--- src/rtl/load_store_unit_if.sv ---
// Data-bus bundle between the load/store unit and the memory bridge.
// master drives busReq/busWe/busAddr/busByteEn/busWData; slave returns busRData/busAck.
interface load_store_unit_if;
    logic        busReq;
    logic        busWe;
    logic [31:0] busAddr;
    logic [3:0]  busByteEn;
    logic [31:0] busWData;
    logic [31:0] busRData;
    logic        busAck;

    modport master (
        output busReq, busWe, busAddr, busByteEn, busWData,
        input  busRData, busAck
    );

    modport slave (
        input  busReq, busWe, busAddr, busByteEn, busWData,
        output busRData, busAck
    );
endinterface

--- src/rtl/load_store_unit.sv ---
// Load/store unit: single-outstanding req/ack data access with lane steering.
// Ports: clk, rst_n, memRead/memWrite/DQM/loadUnsigned/addr/writeData in, readData/stall/misaligned/busError out, bus (master).
module load_store_unit #(
    parameter int unsigned TIMEOUT_CYCLES = 255
) (
    input  logic                     clk,
    input  logic                     rst_n,
    input  logic                     memRead,
    input  logic                     memWrite,
    input  logic [1:0]               DQM,
    input  logic                     loadUnsigned,
    input  logic [31:0]              addr,
    input  logic [31:0]              writeData,
    output logic [31:0]              readData,
    output logic                     stall,
    output logic                     misaligned,
    output logic                     busError,
    load_store_unit_if.master        bus
);

    typedef enum logic [1:0] {
        IDLE,
        BUSY,
        DONE
    } state_t;

    localparam logic [15:0] LIMIT = 16'(TIMEOUT_CYCLES - 1);

    state_t      state;
    logic [15:0] cnt;
    logic [1:0]  size_q;
    logic [1:0]  off_q;
    logic        uns_q;

    logic        req;
    logic        is_byte;
    logic        is_half;
    logic        aligned;
    logic [3:0]  be_n;
    logic [31:0] wd_n;
    logic [31:0] sh;
    logic [7:0]  lane_b;
    logic [15:0] lane_h;
    logic [31:0] load_n;

    assign req     = memRead | memWrite;
    assign is_byte = (DQM == 2'b00);
    assign is_half = (DQM == 2'b01);
    assign aligned = is_byte
                   | (is_half & ~addr[0])
                   | (~is_byte & ~is_half & (addr[1:0] == 2'b00));

    always_comb begin
        be_n = 4'b1111;
        wd_n = writeData;
        unique case (1'b1)
            is_byte: begin
                be_n = 4'b0001 << addr[1:0];
                wd_n = {4{writeData[7:0]}};
            end
            is_half: begin
                be_n = 4'b0011 << {addr[1], 1'b0};
                wd_n = {2{writeData[15:0]}};
            end
            default: ;
        endcase
    end

    // Extraction uses the offset/size latched at request time.
    always_comb begin
        sh     = bus.busRData >> {off_q, 3'b000};
        lane_b = sh[7:0];
        lane_h = off_q[1] ? bus.busRData[31:16] : bus.busRData[15:0];
        load_n = bus.busRData;
        unique case (size_q)
            2'b00:   load_n = {{24{~uns_q & lane_b[7]}}, lane_b};
            2'b01:   load_n = {{16{~uns_q & lane_h[15]}}, lane_h};
            default: load_n = bus.busRData;
        endcase
    end

    // Gated by rst_n so stall reads 0 while reset is held.
    always_comb begin
        stall      = 1'b0;
        misaligned = 1'b0;
        if (rst_n) begin
            unique case (state)
                IDLE: begin
                    stall      = req & aligned;
                    misaligned = req & ~aligned;
                end
                BUSY:    stall = 1'b1;
                default: ;
            endcase
        end
    end

    always_ff @(posedge clk or negedge rst_n) begin
        if (!rst_n) begin
            state         <= IDLE;
            cnt           <= '0;
            size_q        <= '0;
            off_q         <= '0;
            uns_q         <= 1'b0;
            readData      <= '0;
            busError      <= 1'b0;
            bus.busReq    <= 1'b0;
            bus.busWe     <= 1'b0;
            bus.busAddr   <= '0;
            bus.busByteEn <= '0;
            bus.busWData  <= '0;
        end else begin
            busError <= 1'b0;
            unique case (state)
                IDLE: begin
                    if (req && aligned) begin
                        bus.busReq    <= 1'b1;
                        bus.busWe     <= memWrite;
                        bus.busAddr   <= {addr[31:2], 2'b00};
                        bus.busByteEn <= be_n;
                        bus.busWData  <= wd_n;
                        size_q        <= DQM;
                        off_q         <= addr[1:0];
                        uns_q         <= loadUnsigned;
                        cnt           <= '0;
                        state         <= BUSY;
                    end
                end
                BUSY: begin
                    // Ack has priority over an expiring timeout.
                    if (bus.busAck) begin
                        if (!bus.busWe) readData <= load_n;
                        bus.busReq <= 1'b0;
                        cnt        <= '0;
                        state      <= DONE;
                    end else if (cnt == LIMIT) begin
                        if (!bus.busWe) readData <= '0;
                        bus.busReq <= 1'b0;
                        busError   <= 1'b1;
                        cnt        <= '0;
                        state      <= DONE;
                    end else begin
                        cnt <= cnt + 16'd1;
                    end
                end
                DONE:    state <= IDLE;
                default: state <= IDLE;
            endcase
        end
    end

endmodule
--- src/flat_wrapper.sv ---
// flat-port wrapper written by rule: the top's interface ports become plain ports
module load_store_unit_flat 
#(
    parameter int unsigned TIMEOUT_CYCLES = 255
)
  (clk, rst_n, memRead, memWrite, DQM, loadUnsigned, addr, writeData, readData, stall, misaligned, busError, bus_busReq, bus_busWe, bus_busAddr, bus_busByteEn, bus_busWData, bus_busRData, bus_busAck);
  load_store_unit_if bus_i ();
  input  logic clk;
  input  logic rst_n;
  input  logic memRead;
  input  logic memWrite;
  input  logic [1:0] DQM;
  input  logic loadUnsigned;
  input  logic [31:0] addr;
  input  logic [31:0] writeData;
  output logic [31:0] readData;
  output logic stall;
  output logic misaligned;
  output logic busError;
  output wire logic [$bits(bus_i.busReq)-1:0] bus_busReq;
  output wire logic [$bits(bus_i.busWe)-1:0] bus_busWe;
  output wire logic [$bits(bus_i.busAddr)-1:0] bus_busAddr;
  output wire logic [$bits(bus_i.busByteEn)-1:0] bus_busByteEn;
  output wire logic [$bits(bus_i.busWData)-1:0] bus_busWData;
  input wire logic [$bits(bus_i.busRData)-1:0] bus_busRData;
  input wire logic [$bits(bus_i.busAck)-1:0] bus_busAck;
  assign bus_busReq = bus_i.busReq;
  assign bus_busWe = bus_i.busWe;
  assign bus_busAddr = bus_i.busAddr;
  assign bus_busByteEn = bus_i.busByteEn;
  assign bus_busWData = bus_i.busWData;
  assign bus_i.busRData = bus_busRData;
  assign bus_i.busAck = bus_busAck;
  load_store_unit #(.TIMEOUT_CYCLES(TIMEOUT_CYCLES)) u_core (.clk(clk), .rst_n(rst_n), .memRead(memRead), .memWrite(memWrite), .DQM(DQM), .loadUnsigned(loadUnsigned), .addr(addr), .writeData(writeData), .readData(readData), .stall(stall), .misaligned(misaligned), .busError(busError), .bus(bus_i));
endmodule
--- config.mk ---
export PLATFORM = sky130hd
export DESIGN_NAME = load_store_unit_flat
export DESIGN_NICKNAME = d
export VERILOG_FILES = /design/src/rtl/load_store_unit_if.sv /design/src/rtl/load_store_unit.sv /design/src/flat_wrapper.sv
export SDC_FILE = /design/constraint.sdc
export NUM_CORES = 1
export LEC_CHECK = 0
export CELL_PAD_IN_SITES_DETAIL_PLACEMENT = 0
export CELL_PAD_IN_SITES_GLOBAL_PLACEMENT = 1
export CORE_ASPECT_RATIO = 1.1
export CORE_MARGIN = 10
export CORE_UTILIZATION = 43
export DETAILED_ROUTE_END_ITERATION = 12
export DONT_BUFFER_PORTS = 1
export GPL_ROUTABILITY_DRIVEN = 0
export PLACE_DENSITY_LB_ADDON = 0.1
export SYNTH_ARGS = -nofsm -noshare
export SYNTH_HDL_FRONTEND = slang
export SYNTH_SLANG_ARGS = --single-unit
--- constraint.sdc ---
create_clock -name clk -period 1.9 [get_ports clk]
set_input_delay 0.19 -clock clk [delete_from_list [all_inputs] [get_ports clk]]
set_output_delay 0.19 -clock clk [all_outputs]
set_load 0.02 [all_outputs]
==> impl_results.md <==
* Biggest area consumer among synthesized cells: dfrtp_1
* Cell area power density at about 1500 mW/mm^2
* CTS Sinks at roughly 120
* Max Buffers Root-to-Sink at 2
* CTS Buf Count at 17
* Outcome: finished, violations left
* Synth top area share at 52.7%
* Compound-Gate Fraction of Synth Area at 16.5%
* Synthesized-area fraction occupied by adder cells at 0.425%
* Power, Total at roughly 12 mW
* RSZ-0062 raised after global routing: true
* Initial core utilization at ~44%
* Top Ports at ~210
* CTS clk-pin slew, worst paths at 0.05 ns
* Mean post-synth cell area at roughly 11 um^2
* Failing checks: hold timing, setup timing
* Die H at about 140 um
* Crit start category: flop
* Total negative slack at -1.91 ns
* Gate Count Post-Synth at 560
* Min Tclk post-route at 1.99 ns
* Overflow after GRT at 0
* Fraction of final layout cells sized beyond drive strength 1 at 20.8%
* Post-synthesis sequential area ratio at roughly 53%
* Post-Place Cells at around 740
* First-pass GRT wire length at approximately 29000 um
* Post-route ant nets at 0
* WL/cell at slightly above 20 um
* Ys flop type: dfrtp_1
* Post-synth cell types at a little over 50
* Final period util at 105%
* Peak Freq at 503 MHz
* Worst Hold Slack at -0.523 ns
* Synth cell count leaders: 124 x dfrtp_1, 64 x nand2_1, 61 x o21ai_0
* Final WS setup at -0.0900 ns
* Main combinational cell family by area after synthesis: compound AO/OA/AOI/OAI gates
* 1st-iter DRT viols at 290
* Row count at 44
* Asr flop ratio synth at between 90% and 100%
* Final core utilization at between 50% and 60%
* Worst hold path type: in2async
* Setup Skew at slightly above 0.007 ns
* TritonCTS clock tree: yes
* Die ar. at 0.0188 mm^2
* Total track usage at 19.2%
* Number of diodes at 0
* DP HPWL at 12000 um
* Initial antenna violation count at 0
* # DRC at 0
* Worst setup EP type: flop
* Critical path required time at ~2.2 ns
* Post-Synth Simple-Gate Area at between 10% and 20%
* Setup violators final at 32
* Core area at ~0.013 mm^2
* Deepest level of the CTS H-tree at 4
* Count leader, synth: dfrtp_1
* Leakage at about 3.4 nW
* Max-slew violations at 0
* Max_cap viols at 0
* Worst vdd ir at 0.767 mV
* Vias/cell at between 5 and 6
* Pre-antenna DRT Iters at 4
* Pre-CTS setup slack at -0.130 ns
* Mux cell area share after synthesis at a little over an eighth
* YS warnings at 0
* Max transition margin at between 30% and 40%
* Post-route non-filler standard cell count at between 800 and 900
* #FFs+latches synth at roughly 120
* Fin nets at between 700 and 800
* Worst-Skew Late Latency at between 0.4 and 0.5 ns
* Worst Tran Pin Value at between 1 and 1.5 ns
* Root Driver: clkbuf_16
* Synth area leaders: dfrtp_1 53%, mux2_2 8.4%, o21ai_0 5.2%, mux2i_1 4.6%, nand2_1 4.1%
* Post-synth EDFFs at 0
* Critical path arrival at around 2.3 ns
* Port Buffers at 0
* Syn-to-layout area delta at 35.3%
* Post-Synth XOR/XNOR Area at 0.149%
* CP max FO at 5
* Vias in the first global route at roughly 5100
* Final Hold Vio Count at 124
* Crit Path Category: reg2reg
* Routed Wire Length at 17700 um
* Die width at roughly 130 um
* Vias post-DR at ~4700
* Mapped cell area at 0.00589 mm^2
* Largest net degree at the start of global routing at roughly 130
logic make-up (layout without fill, tap and decap cells):
group / count (synthesis) / count (layout)
DFF: 124 / 124
other: 1 / 2
muxes: 71 / 71
xor gates and xnor gates: 1 / 1
AOI/OAI and AO/OA: 155 / 155
adders and majority gates: 2 / 2
and+or+nand+nor: 163 / 163
buffers and inverters: 43 / 170
path summary, 6_finish.rpt:
| path | slack, ns | startpoint | to | depth (start not counted) |
|---|---|---|---|---|
| hold reg to reg | 0.48 | u_core.cnt[15] | u_core.cnt[15] | 1 |
| setup / recovery | -0.09 | u_core.cnt[0] | u_core.cnt[2] | 8 |
| hold / removal | -0.52 | rst_n | u_core.bus.busAddr[28] | 0 |
| min in group clk | 0.01 | writeData[13] | u_core.bus.busWData[13] | 2 |
| setup reg to reg | -0.09 | u_core.cnt[0] | u_core.cnt[2] | 8 |
| max in group asynchronous | 2.24 | rst_n | u_core.state[1] | 0 |
power breakdown:
part           switching [mW]  total, mW  internal, mW
Sequential               2.12       5.79          3.68
Clock                    1.10       3.33          2.23
Combinational            1.35       2.77          1.43
layout by cell type (no fill, tap or decap), types with 16 or more instances in the layout:
cell type and n:
dfrtp_1 122, dlygate4sd3_1 90, nand2_1 64, o21ai_0 49, mux2_2 44, nor2_1 34, buf_4 33, mux2i_1 27
o21ai_1 23, a21oi_1 19, nand2b_1 19, clkbuf_16 17, a22o_1 16
layout make-up:
class | count | area, um^2
Fill cell | 1098 | 5360
Clock inverter | 6 | 108
Sequential cell | 124 | 3110
Inverter | 6 | 22.5
Timing Repair Buffer | 133 | 1300
Multi-Input combinational cell | 394 | 2700
Clock buffer | 25 | 505
Tap cell | 184 | 230
worst max-delay path: stages, from the launching register on:
cell and delay (ns):
dfrtp_1 0.38, inv_2 0.07, ha_4 0.12, or4b_4 0.49, o41ai_4 0.35, buf_4 0.22, nor2_1 0.04, o21ai_1 0.13
o21ai_1 0.08
registers in the layout, indices dropped and copies added (netlist names):
signal                count
u_core.bus.busWData      32
u_core.readData          32
u_core.bus.busAddr       30
u_core.cnt               16
u_core.bus.busByteEn      4
u_core.off_q              2
u_core.size_q             2
u_core.state              2
u_core.bus.busReq         1
u_core.bus.busWe          1
u_core.busError           1
u_core.uns_q              1
per-layer routing:
metal	track usage, %	vias up	wire, um
met5	0	-	0
met1	21.8	2283	7010
met4	6.39	0	225
met2	31.3	178	8540
met3	9.19	16	1970
li1	-	2247	-
what timing repair did:
item	in CTS	in global routing
buffers inserted	1	4
gates cloned	2	0
hold endpoints to repair	225	127
endpoints found under the setup margin	35	52
pin swaps	1	5
resized for setup	22	18
hold buffers	89	1
stage by stage:
stage          instance area, um^2  hold slack [ns]
3_5_place_dp                  6270           -0.101
3_3_place_gp                  6270           -0.101
2_1_floorplan                 5890           -0.106
6_report                      7970           -0.523
5_1_grt                       7970           -0.550
4_1_cts                       7860           -0.543
Note: power is estimated with default switching activity, not from simulation.
